<file path="config.mk">
export PLATFORM = sky130hd
export DESIGN_NAME = fifo_stream_out
export DESIGN_NICKNAME = d
export VERILOG_FILES = /design/src/rtl/fifo_stream_out.sv
export SDC_FILE = /design/constraint.sdc
export NUM_CORES = 1
export LEC_CHECK = 0
export BUFFER_PORTS_ARGS = -buffer_cell sky130_fd_sc_hd__buf_4
export CORE_AREA = 4 4 103 105
export CTS_CLUSTER_DIAMETER = 200
export DETAILED_ROUTE_END_ITERATION = 10
export DIE_AREA = 0 0 107 109
export PLACE_DENSITY = 0.79
export SYNTH_ARGS = -nofsm -noshare
export SYNTH_HDL_FRONTEND = slang
export SYNTH_SLANG_ARGS = --single-unit
</file>
<file path="constraint.sdc">
create_clock -name CLK -period 3.7 [get_ports CLK]
set_input_delay 0.37 -clock CLK [delete_from_list [all_inputs] [get_ports CLK]]
set_output_delay 0.37 -clock CLK [all_outputs]
set_load 0.005 [all_outputs]
</file>
<file path="src/rtl/fifo_stream_out.sv">
`timescale 1ns/1ps
`default_nettype none
// ============================================================================
// Module   : fifo_stream_out
// Purpose  : Drains a 1-cycle-latency FIFO read port into an AXI4-Stream
//            master. Asserts TLAST on every PACKET_LEN-th beat. A 2-entry
//            skid buffer hides the read latency and absorbs backpressure.
// Options  : FIFO_STREAM_OUT_STATS_EN - when defined, PKT_COUNT counts
//            completed packets; otherwise PKT_COUNT is tied to 0.
// Revision : 1.0 - initial release
// ============================================================================
module fifo_stream_out #(
  parameter int FIFO_WIDTH = 32,
  parameter int PACKET_LEN = 16
) (
  input  logic                  CLK,
  input  logic                  RESET,
  input  logic                  EN,
  output logic                  RD_CMD,
  input  logic [FIFO_WIDTH-1:0] RD_DATA,
  input  logic                  FIFO_EMPTY,
  output logic [FIFO_WIDTH-1:0] M_AXIS_TDATA,
  output logic                  M_AXIS_TVALID,
  input  logic                  M_AXIS_TREADY,
  output logic                  M_AXIS_TLAST,
  output logic                  BUSY,
  output logic [31:0]           PKT_COUNT
);

  localparam logic [15:0] C_LAST_IDX = 16'(PACKET_LEN - 1);

  typedef enum logic [1:0] {
    S_IDLE   = 2'd0,
    S_ACTIVE = 2'd1,
    S_FINISH = 2'd2
  } state_t;

  state_t                state_q, state_d;
  logic [FIFO_WIDTH-1:0] buf_q [2];
  logic                  rd_ptr_q, wr_ptr_q;
  logic [1:0]            occ_q, occ_d;
  logic                  infl_q;
  logic [15:0]           iss_cnt_q, iss_cnt_d;
  logic [15:0]           out_cnt_q, out_cnt_d;

  logic                  w_issue_ok;
  logic                  w_pop;
  logic                  w_wr_en;
  logic                  w_room;

  // Stream handshake and read issue; the room test is occ + infl - pop < 2
  // rearranged to avoid a negative intermediate.
  assign M_AXIS_TVALID = (occ_q != 2'd0);
  assign M_AXIS_TDATA  = buf_q[rd_ptr_q];
  assign M_AXIS_TLAST  = M_AXIS_TVALID && (out_cnt_q == C_LAST_IDX);
  assign w_pop         = M_AXIS_TVALID && M_AXIS_TREADY;
  assign w_wr_en       = infl_q;
  assign w_room        = (({1'b0, occ_q} + {2'b00, infl_q}) < (3'd2 + {2'b00, w_pop}));
  assign RD_CMD        = w_issue_ok && !FIFO_EMPTY && w_room;
  assign BUSY          = (state_q != S_IDLE) || (occ_q != 2'd0) || infl_q;

  // Occupancy after this cycle's buffer write and stream pop.
  always_comb begin
    occ_d = occ_q;
    case ({w_wr_en, w_pop})
      2'b10:   occ_d = occ_q + 2'd1;
      2'b01:   occ_d = occ_q - 2'd1;
      default: occ_d = occ_q;
    endcase
  end

  // Per-packet read and beat counters, both wrapping at the packet boundary.
  always_comb begin
    iss_cnt_d = iss_cnt_q;
    out_cnt_d = out_cnt_q;
    if (RD_CMD) begin
      iss_cnt_d = (iss_cnt_q == C_LAST_IDX) ? 16'd0 : iss_cnt_q + 16'd1;
    end
    if (w_pop) begin
      out_cnt_d = M_AXIS_TLAST ? 16'd0 : out_cnt_q + 16'd1;
    end
  end

  // Read permission per state; kept apart from next-state so RD_CMD has no
  // path back into itself.
  always_comb begin
    w_issue_ok = 1'b0;
    case (state_q)
      S_ACTIVE: w_issue_ok = 1'b1;
      S_FINISH: w_issue_ok = (iss_cnt_q != 16'd0);
      default:  w_issue_ok = 1'b0;
    endcase
  end

  // Next state. Leaving ACTIVE looks at the post-issue count so a read issued
  // in the same cycle as the EN drop is still completed to a full packet.
  always_comb begin
    state_d = state_q;
    case (state_q)
      S_IDLE: begin
        if (EN) state_d = S_ACTIVE;
      end
      S_ACTIVE: begin
        if (!EN) state_d = (iss_cnt_d == 16'd0) ? S_IDLE : S_FINISH;
      end
      S_FINISH: begin
        if (EN) begin
          state_d = S_ACTIVE;
        end else if ((iss_cnt_q == 16'd0) && (occ_q == 2'd0) && !infl_q) begin
          state_d = S_IDLE;
        end
      end
      default: state_d = S_IDLE;
    endcase
  end

  // State, counters and the 2-entry output buffer.
  always_ff @(posedge CLK or posedge RESET) begin
    if (RESET) begin
      state_q   <= S_IDLE;
      buf_q[0]  <= '0;
      buf_q[1]  <= '0;
      rd_ptr_q  <= 1'b0;
      wr_ptr_q  <= 1'b0;
      occ_q     <= 2'd0;
      infl_q    <= 1'b0;
      iss_cnt_q <= 16'd0;
      out_cnt_q <= 16'd0;
    end else begin
      state_q   <= state_d;
      if (w_wr_en) buf_q[wr_ptr_q] <= RD_DATA;
      wr_ptr_q  <= wr_ptr_q ^ w_wr_en;
      rd_ptr_q  <= rd_ptr_q ^ w_pop;
      occ_q     <= occ_d;
      infl_q    <= RD_CMD;
      iss_cnt_q <= iss_cnt_d;
      out_cnt_q <= out_cnt_d;
    end
  end

`ifdef FIFO_STREAM_OUT_STATS_EN
  logic [31:0] pkt_cnt_q;

  // Completed-packet counter, wraps naturally at 2^32.
  always_ff @(posedge CLK or posedge RESET) begin
    if (RESET) begin
      pkt_cnt_q <= 32'd0;
    end else if (w_pop && M_AXIS_TLAST) begin
      pkt_cnt_q <= pkt_cnt_q + 32'd1;
    end
  end

  assign PKT_COUNT = pkt_cnt_q;
`else
  assign PKT_COUNT = 32'd0;
`endif

  // A read landing in a full buffer with no pop would lose data.
  a_no_overflow: assert property (@(posedge CLK) disable iff (RESET)
    !((occ_q == 2'd2) && infl_q && !w_pop));

endmodule
`default_nettype wire

</file>
==> results of run 1 <==
-- where the power goes --
| group | internal, mW | leakage [nW] | total [mW] | switching, mW |
|---|---|---|---|---|
| Combinational | 0.965 | 1.42 | 1.63 | 0.667 |
| Sequential | 1.50 | 1.33 | 1.75 | 0.250 |
| Clock | 0.256 | 0.0900 | 0.651 | 0.395 |
| Total | 2.72 | 2.84 | 4.04 | 1.31 |
-- synth_stat cells, types with 7 or more instances --
| master | count |
|---|---|
| nor2_1 | 13 |
| inv_1 | 13 |
| dfrtp_1 | 103 |
| nor3_1 | 7 |
| ha_1 | 12 |
| buf_4 | 32 |
| mux2_2 | 98 |
| clkbuf_1 | 10 |
| nand2_1 | 21 |
| nand3_1 | 12 |
| xnor2_1 | 15 |
| o21ai_0 | 17 |
| xor2_1 | 7 |
-- worst paths after layout --
kind | startpoint | end | slack [ns]
worst max-delay path | iss_cnt_q[7] | RD_CMD | 0.62
worst min-delay path | RD_DATA[26] | buf_q[26] | 0.24
worst max register to register | iss_cnt_q[7] | state_q[1] | 0.68
worst min register to register | rd_ptr_q | rd_ptr_q | 0.48
max in group asynchronous | RESET | buf_q[16] | 2.59
min in group asynchronous | RESET | buf_q[41] | 0.27
-- cells by family after synthesis --
kind of cell | count (synthesis) | synth area share
adder cells (fa/ha/maj) | 12 | 0.0286
AND/OR/NAND/NOR | 98 | 0.105
buffers and inverters | 66 | 0.0731
flip-flops | 103 | 0.491
XOR/XNOR | 23 | 0.0398
multiplexers | 100 | 0.214
other | 1 | 0.000714
AO/OA/AOI/OAI | 38 | 0.0479
-- layout make-up --
cell class                 count  share of cell area
sequential                   103               0.432
clock inverter                 6             0.00922
multi-input combinational    303               0.403
tap                          133              0.0279
clock buffer                  10              0.0214
timing repair buffer          77              0.0968
inverter                      15             0.00985
-- registers in the layout, summed over array words and instances, names as in the netlist --
register	flops
wr_ptr_q	1
rd_ptr_q	1
out_cnt_q	16
buf_q	64
state_q	2
infl_q	1
occ_q	2
iss_cnt_q	16
-- stage by stage --
step / cells / util / instance area, um2 / total power, mW / setup WS (ns)
global route: 647 / 0.619 / 5970 / 4.33 / 0.463
CTS: 647 / 0.619 / 5970 / 4.09 / 0.620
global placement: 631 / 0.600 / 5790 / 3.35 / 0.762
detailed placement: 631 / 0.600 / 5790 / 3.43 / 0.714
finish: 647 / 0.619 / 5970 / 4.04 / 0.616
floorplan: 472 / - / 5370 / 2.81 / 0.626
-- critical path: stages (launching register included) --
cell	delay (ns)
dfrtp_1	0.48
or4_4	0.59
or4_4	0.59
o21ai_4	0.34
inv_2	0.17
buf_4	0.18
-- per-layer routing --
layer,GRT usage,wire [um],vias to the layer above
li1,-,-,1626
met5,0,0,-
met4,0.0502,126,0
met1,0.239,4550,1692
met2,0.291,4820,100
met3,0.0367,552,16
==> metrics.md, run 1 <==
| Metric | Value |
|---|---|
| Status | `completed` |
| Clock insertion delay at the later pin of the skew report | `0.36 ns` |
| Post-synth EDFFs | `0` |
| Fraction of registers with async set or reset after synthesis | `1.00` |
| CTS H-Tree Depth | `3` |
| Vias per cell | `5.31` |
| CP arrival | `2.71 ns` |
| Yosys cell types | `52` |
| Num Clock Sinks | `103` |
| Most frequent cells in the layout | `103 x dfrtp_1, 98 x mux2_2, 77 x buf_4` |
| Initial DRC count | `188` |
| Post-synth top area share | `0.491` |
| Worst vdd ir | `377 uV` |
| Crit path max fanout | `13` |
| Mapped Cells | `441` |
| Detailed-placement wirelength estimate | `7100 um` |
| Hold_ws | `0.240 ns` |
| Resized Gates After CTS | `0` |
| ANT nets after route | `0` |
| Vias in the first global route | `3500` |
| Register area share after synthesis | `0.491` |
| Core Area | `9640 um2` |
| Min cycle time layout | `3.08 ns` |
| First-pass DRT Iterations | `5` |
| R2R depth | `8` |
| Initial Utilization | `0.545` |
| Die Y | `109 um` |
| Top FF cell, synth | `dfrtp_1` |
| Seq cells post-synth | `103` |
| Row count | `36` |
| Hold Crit Class | `input port to register` |
| Fmax | `0.324 GHz` |
| Die X | `107 um` |
| Fill cells | `833` |
| Clock skew | `0.0117 ns` |
| Sum Neg Setup Slack | `0 ns` |
| Worst Path Required | `3.33 ns` |
| Tightest Pin Transition | `1.09 ns` |
| Critical path launch point type | `register` |
| Avg Inst Size Synth | `11.9 um2` |
| Final hold viol count | `0` |
| Port Buffers | `72` |
| First-pass GRT wire length | `16400 um` |
| GRT Overall Usage | `0.177` |
| GPL Wtd Cong | `0.890` |
| Synth top area cells | `dfrtp_1 49%, mux2_2 21%, buf_4 4.6%, ha_1 2.9%, xnor2_1 2.5%` |
| Vias after detailed routing | `3434` |
| Pin count of the biggest net entering global routing | `91` |
| Clk slew on worst S/H paths | `0.11 ns` |
| Synth warn | `0` |
| Fin nets | `558` |
| Post-route clock period utilization | `0.834` |
| Unrepaired setup endpoints after global routing | `no` |
| Max_slew headroom | `0.270` |
| Final max-slew violation count | `0` |
| I/O pin count | `105` |
| Layout cell share with drive strength beyond 1 | `0.395` |
| Area of the multi-input gates | `2410 um2` |
| Maxcap violations | `0` |
| CTS Buf Count | `9` |
| Leakage power | `2.84 nW` |
| Postcts setup bufs | `0` |
| Setup violators final | `0` |
| CTS tree | `yes` |
| Full die area | `11700 um2` |
| Clock buffer depth | `2` |
| DRC | `0` |
| CTS root buf | `clkbuf_8` |
| Final wirelength | `10000 um` |
| N_diodes | `0` |
| Gr ovfl total | `0` |
| Hold Path Depth | `2` |
| Hold_buf cts | `0` |
| Sequential Area | `2580 um2` |
| PwrDens | `676 nW/um2` |
| Commonest non-fill, non-tap cell in the layout | `dfrtp_1` |
| Synthesized area | `5250 um2` |
| Crit. End Element | `output pin` |
| Layout area overhead | `13.7%` |
| Largest area contributor in the netlist | `dfrtp_1` |
| Post-DR wirelength/cell | `15.5 um` |
| Critical path type | `register to output pin` |
| Initial antenna violation count | `0` |
(Power assumes the default switching activity.)
==> run 2, diff against run 1 <==
==> constraint.sdc (replaced) <==
create_clock -name CLK -period 3.1 [get_ports CLK]
set_input_delay 0.31 -clock CLK [delete_from_list [all_inputs] [get_ports CLK]]
set_output_delay 0.31 -clock CLK [all_outputs]
set_load 0.005 [all_outputs]
==> run 2 against run 1 <==
Net effect: final cell count grew 1.7%; cell area grew 1.6%; total power grew 20%; sequential cell count is the same; worst setup slack lost 0.44 ns; sequential power grew 18%; non-clock buffer count grew 11; first-iteration DRC count shrank 12%; clock-buffer cell count is the same; highest routed layer unchanged; clock skew grew 0.0037 ns; worst hold slack lost 0.22 ns; combinational power grew 23%.
==> metrics.md, run 2 (synthesis results as in run 1) <==
| Metric | Value |
|---|---|
| Final hold viol count | `0` |
| Unrepaired setup endpoints after global routing | `no` |
| CTS Buf Count | `9` |
| Worst Path Required | `3.33 ns` |
| Hold Crit Class | `input port to asynchronous set/reset pin` |
| First-pass GRT wire length | `17200 um` |
| Worst setup path endpoint | `state_q[1]` |
| Worst Setup SP | `iss_cnt_q[0]` |
| Critical path launch point type | `register` |
| ANT nets after route | `0` |
| Post-route clock period utilization | `0.944` |
| Sw Ratio | `0.324` |
| Sum Neg Setup Slack | `0 ns` |
| Worst vdd ir | `464 uV` |
| Clock buffer depth | `2` |
| Post-Place Setup Slack | `0.184 ns` |
| Clock network power share | `0.159` |
| Core Area | `9640 um2` |
| Layout cell share with drive strength beyond 1 | `0.408` |
| PnR Total Power | `4.86 mW` |
| Fin area | `6070 um2` |
| DRC | `0` |
| Most frequent cells in the layout | `103 x dfrtp_1, 98 x mux2_2, 87 x buf_4` |
| Crit. End Element | `register` |
| Area post-placement | `5860 um2` |
| Initial DRC count | `166` |
| Tightest Pin Transition | `0.775 ns` |
| Num Clock Sinks | `103` |
| Finished Layout Cells | `658` |
| Final core utilization | `0.629` |
| R2r startpoint | `iss_cnt_q[0]` |
| Status | `completed` |
| Share of power burned in registers | `0.427` |
| Reg-to-Reg End | `state_q[1]` |
| PwrDens | `800 nW/um2` |
| Clock insertion delay at the later pin of the skew report | `0.35 ns` |
| Biggest register | `buf_q` |
| GPL Wtd Cong | `0.874` |
| CTS H-Tree Depth | `3` |
| Fin nets | `569` |
| Port Buffers | `72` |
| Initial antenna violation count | `0` |
| Final wirelength | `10300 um` |
| Clock skew | `0.0154 ns` |
| Detailed-placement wirelength estimate | `7350 um` |
| P_int | `3.28 mW` |
| Crit path max fanout | `9` |
| Vias in the first global route | `3541` |
| Critical path type | `register to register` |
| Die Y | `109 um` |
| # placed instances | `639` |
| N_diodes | `0` |
| Fmax | `0.342 GHz` |
| GRT Overall Usage | `0.183` |
| Largest register FFs | `64` |
| R2R depth | `10` |
| Setup violators final | `0` |
| Full die area | `11700 um2` |
| Post-route setup slack | `0.174 ns` |
| Row count | `36` |
| Maxcap violations | `0` |
| Clk slew on worst S/H paths | `0.10 ns` |
| CP arrival | `3.15 ns` |
| Layout area overhead | `15.5%` |
| CTS root buf | `clkbuf_8` |
| Worst reg-to-reg setup slack | `0.17 ns` |
| Logic pwr share | `0.414` |
| Largest regs | `buf_q x64, iss_cnt_q x16, out_cnt_q x16` |
| Pin count of the biggest net entering global routing | `57` |
| Initial Utilization | `0.545` |
| Max_slew headroom | `0.479` |
| Hold_ws | `0.0175 ns` |
| Die X | `107 um` |
| Vias after detailed routing | `3482` |
| Final max-slew violation count | `0` |
| Switching power total | `1.58 mW` |
| I/O pin count | `105` |
| Commonest non-fill, non-tap cell in the layout | `dfrtp_1` |
| Vias per cell | `5.29` |
| CTS tree | `yes` |
| Leakage power | `2.90 nW` |
| Post-DR wirelength/cell | `15.6 um` |
| Gr ovfl total | `0` |
| Min cycle time layout | `2.93 ns` |
| First-pass DRT Iterations | `5` |
==> run 2: power by group through the flow <==
stage	Combinational, mW	Sequential (mW)	Clock, mW
6_report	2.01	2.07	0.773
3_5_place_dp	2.01	2.11	0
2_1_floorplan	1.34	2.01	0
4_1_cts	2.02	2.08	0.792
3_3_place_gp	1.95	2.06	0
5_1_grt	2.21	2.14	0.857
==> run 2: cell type report <==
class	count	area [um2]
fill	811	3570
multi-input combinational	303	2410
sequential	103	2580
clock buffer	10	128
tap	133	166
clock inverter	6	55.1
inverter	15	58.8
timing repair buffer	88	673
==> run 2: worst min-delay path by stage <==
stage / to / cells past startpoint / slack, ns
finish: out_cnt_q[12] / 2 / 0.02
global route: out_cnt_q[8] / 2 / 0.05
CTS: out_cnt_q[8] / 2 / 0.03
detailed placement: buf_q[32] / 2 / 0.43
global placement: buf_q[32] / 2 / 0.43
floorplan: out_cnt_q[15] / 1 / 0.45
==> run 2: what timing repair did <==
item | 4_1_cts | 5_1_grt
gates resized for setup | 0 | 0
hold buffers | 0 | 0
setup endpoints to repair | 0 | 1
setup buffers | 0 | 3
==> run 2: layer usage <==
layer | part of all wire | wire length, um | global-route usage | up-vias
met5 | 0 | 0 | 0 | -
met4 | 0.0061 | 63 | 0.0347 | 0
met3 | 0.060 | 619 | 0.0397 | 5
met2 | 0.49 | 5020 | 0.310 | 117
met1 | 0.44 | 4560 | 0.247 | 1715
li1 | - | - | - | 1645
==> run 2: critical path: stages, from the launching register on <==
cell and delay [ns]:
dfrtp_1 0.45, inv_1 0.11, ha_1 0.14, or4b_1 0.43, or4_4 0.54, o21ai_4 0.28, inv_2 0.14, nand2_1 0.11
mux2_2 0.33, a21oi_1 0.14, a32oi_1 0.12
==> run 3, diff against run 2 <==
--- a/config.mk
+++ b/config.mk
@@ -5,11 +5,12 @@
 export SDC_FILE = /design/constraint.sdc
 export NUM_CORES = 1
 export LEC_CHECK = 0
+export ABC_AREA = 1
 export BUFFER_PORTS_ARGS = -buffer_cell sky130_fd_sc_hd__buf_4
-export CORE_AREA = 4 4 103 105
+export CORE_AREA = 4 4 104 106
 export CTS_CLUSTER_DIAMETER = 200
 export DETAILED_ROUTE_END_ITERATION = 10
-export DIE_AREA = 0 0 107 109
+export DIE_AREA = 0 0 108 110
 export PLACE_DENSITY = 0.79
 export SYNTH_ARGS = -nofsm -noshare
 export SYNTH_HDL_FRONTEND = slang
==> run 3 against run 2 <==
Net effect: clock skew fell by 0.0070 ns; routed wire length up 8.5%; cell area is 0.66% higher; fmax grew 15%; die area up 1.9%; critical path type is now register to output pin; first-iteration DRC count rose by 100%; non-clock buffer count is 12 lower; core utilization is 0.46 points lower; clock-buffer cell count did not move.
==> metrics.md, run 3 <==
| Metric | Value |
|---|---|
| Maxcap violations | `0` |
| Unrepaired setup endpoints after global routing | `no` |
| Largest area contributor in the netlist | `dfrtp_1` |
| Final hold viol count | `0` |
| Post-DR wirelength/cell | `13.1 um` |
| Sum Neg Setup Slack | `0 ns` |
| CTS root buf | `clkbuf_8` |
| Crit path max fanout | `18` |
| Yosys cell types | `29` |
| Synth top area cells | `dfrtp_1 48%, nand2_1 11%, mux2_2 6.7%, o21ai_0 6.5%, inv_1 5.6%` |
| Clock skew | `0.00836 ns` |
| Multiplexer area fraction after synthesis | `0.0667` |
| Synth warn | `0` |
| Initial antenna violation count | `0` |
| Complex-gate fraction of the synthesized area | `0.0798` |
| Largest stage delay, worst path | `0.44 ns` |
| Fill cells | `844` |
| Post-route clock period utilization | `0.819` |
| Post-Synth Simple-Gate Area | `0.205` |
| Most frequent cells in the layout | `162 x nand2_1, 102 x dfrtp_1, 79 x inv_1` |
| Port Buffers | `72` |
| GRT Overall Usage | `0.193` |
| Largest register FFs | `64` |
| Vias in the first global route | `4132` |
| Worst Path Required | `2.79 ns` |
| Area post-placement | `5930 um2` |
| Post-synth top area share | `0.477` |
| Post-synth EDFFs | `0` |
| Final wirelength | `11100 um` |
| Hold_buf cts | `0` |
| CTS H-Tree Depth | `3` |
| Fin area | `6110 um2` |
| CP most frequent cell | `ha_1` |
| Full die area | `11900 um2` |
| Finished Layout Cells | `849` |
| Layout cell share with drive strength beyond 1 | `0.189` |
| Final core utilization | `0.625` |
| Num Clock Sinks | `103` |
| Setup violators final | `0` |
| Max_slew headroom | `0.314` |
| Core Area | `9770 um2` |
| Worst-path cell chain | `ha_1, ha_1, nor2_1, nand2_1, a21oi_4, nand2_4, inv_1, buf_4` |
| Critical path type | `register to output pin` |
| Gr ovfl total | `0` |
| Die Y | `110 um` |
| Most frequent cell after synthesis | `nand2_1` |
| Postcts setup bufs | `0` |
| CTS tree | `yes` |
| Largest regs | `buf_q x64, iss_cnt_q x16, out_cnt_q x16` |
| Crit path max-delay family | `flip-flops` |
| Clock buffer depth | `2` |
| Pin count of the biggest net entering global routing | `66` |
| Avg Inst Size Synth | `8.36 um2` |
| N_diodes | `0` |
| First-pass DRT Iterations | `5` |
| Fin nets | `760` |
| Leakage power | `3.10 nW` |
| Post-synth top cells | `162 x nand2_1, 103 x dfrtp_1, 80 x inv_1, 70 x o21ai_0, 46 x nor2_1` |
| Hold Crit Class | `input port to asynchronous set/reset pin` |
| # placed instances | `833` |
| Vias after detailed routing | `4325` |
| Clk slew on worst S/H paths | `0.09 ns` |
| Clock insertion delay at the later pin of the skew report | `0.36 ns` |
| PwrDens | `811 nW/um2` |
| Tightest Pin Transition | `1.03 ns` |
| Fmax | `0.394 GHz` |
| Synthesized area | `5410 um2` |
| Biggest register | `buf_q` |
| ANT nets after route | `0` |
| Final max-slew violation count | `0` |
| Initial Utilization | `0.553` |
| Resized Gates After CTS | `0` |
| Fraction of registers with async set or reset after synthesis | `1.00` |
| Slowest CP cell | `dfrtp_1` |
| Commonest non-fill, non-tap cell in the layout | `nand2_1` |
| Layout area overhead | `12.9%` |
| I/O pin count | `105` |
| Mapped Cells | `647` |
| XOR/XNOR share of the synthesized area | `0.0259` |
| Detailed-placement wirelength estimate | `7990 um` |
| Top FF cell, synth | `dfrtp_1` |
| Worst vdd ir | `526 uV` |
| Row count | `36` |
| Largest family of logic cells by synthesized area | `simple AND/OR/NAND/NOR gates` |
| Status | `completed` |
| CP arrival | `2.23 ns` |
| Min cycle time layout | `2.54 ns` |
| Worst Path Buf+Inv | `2` |
| Register area share after synthesis | `0.477` |
| Seq cells post-synth | `103` |
| Die X | `108 um` |
| Crit. End Element | `output pin` |
| Initial DRC count | `336` |
| Critical path launch point type | `register` |
| DRC | `0` |
| Worst reg-to-reg setup slack | `0.73 ns` |
| CTS Buf Count | `9` |
| GPL Wtd Cong | `0.899` |
| Synth Area in Adders | `0.0278` |
| First-pass GRT wire length | `18500 um` |
| Vias per cell | `5.09` |
run 3: area by class of cell:
cell class	instances	area (um2)	area share
Multi-Input combinational cell	441	2310	0.379
Tap cell	133	166	0.0273
Sequential cell	103	2580	0.422
Clock buffer	10	128	0.0209
Timing Repair Buffer	76	571	0.0934
Inverter	80	303	0.0496
Clock inverter	6	45.0	0.00738
run 3: metal layers:
| layer | GRT usage | routed length [um] | share of wire | up-vias |
|---|---|---|---|---|
| met5 | 0 | 0 | 0 | - |
| met2 | 0.315 | 5260 | 0.47 | 152 |
| met3 | 0.0291 | 711 | 0.064 | 14 |
| met4 | 0.0667 | 187 | 0.017 | 0 |
| met1 | 0.267 | 4960 | 0.45 | 2044 |
| li1 | - | - | - | 2115 |
run 3: cell families (layout without fill, tap and decap cells):
| group | count (synthesis) | count (layout) |
|---|---|---|
| and+or+nand+nor | 266 | 266 |
| buffers and inverters | 134 | 172 |
| DFF | 103 | 103 |
| AOI/OAI and AO/OA | 83 | 83 |
| muxes | 32 | 32 |
| xor gates and xnor gates | 16 | 16 |
| adders and majority gates | 12 | 12 |
| other | 1 | 32 |
run 3: through the flow:
stage	hold WS, ns	total power [mW]	setup WS, ns
finish	0.0473	4.95	0.562
detailed placement	0.468	4.25	0.756
global route	0.103	5.38	0.358
floorplan	0.427	3.42	0.0862
CTS	0.0677	5.01	0.525
global placement	0.465	4.13	0.863
run 3: worst paths after layout:
path                                from             to  cells past startpoint
min reg2reg                out_cnt_q[15]  out_cnt_q[15]                      1
max reg2reg                     occ_q[0]     state_q[1]                     14
max                             occ_q[0]         RD_CMD                      8
max in group asynchronous          RESET       rd_ptr_q                      3
min                                RESET      buf_q[38]                      2
min in group CLK              RD_DATA[8]      buf_q[40]                      3
run 3: where the power goes:
| part | internal [mW] | leakage (nW) | switching (mW) |
|---|---|---|---|
| logic | 0.980 | 1.73 | 0.981 |
| registers | 1.87 | 1.28 | 0.372 |
| clock network | 0.297 | 0.0793 | 0.452 |
run 3: worst register-to-register path, stage by stage, from the launching register on:
cell and delay (ns):
dfrtp_1 0.44, ha_1 0.22, ha_1 0.18, nor2_1 0.09
nand2_1 0.10, a21oi_4 0.40, nand2_4 0.22, nand2_1 0.10
nand2_1 0.08, nor2_1 0.11, nand2_1 0.06, nor2_1 0.11
nand2_1 0.07, nand2_1 0.06, nand2_1 0.04
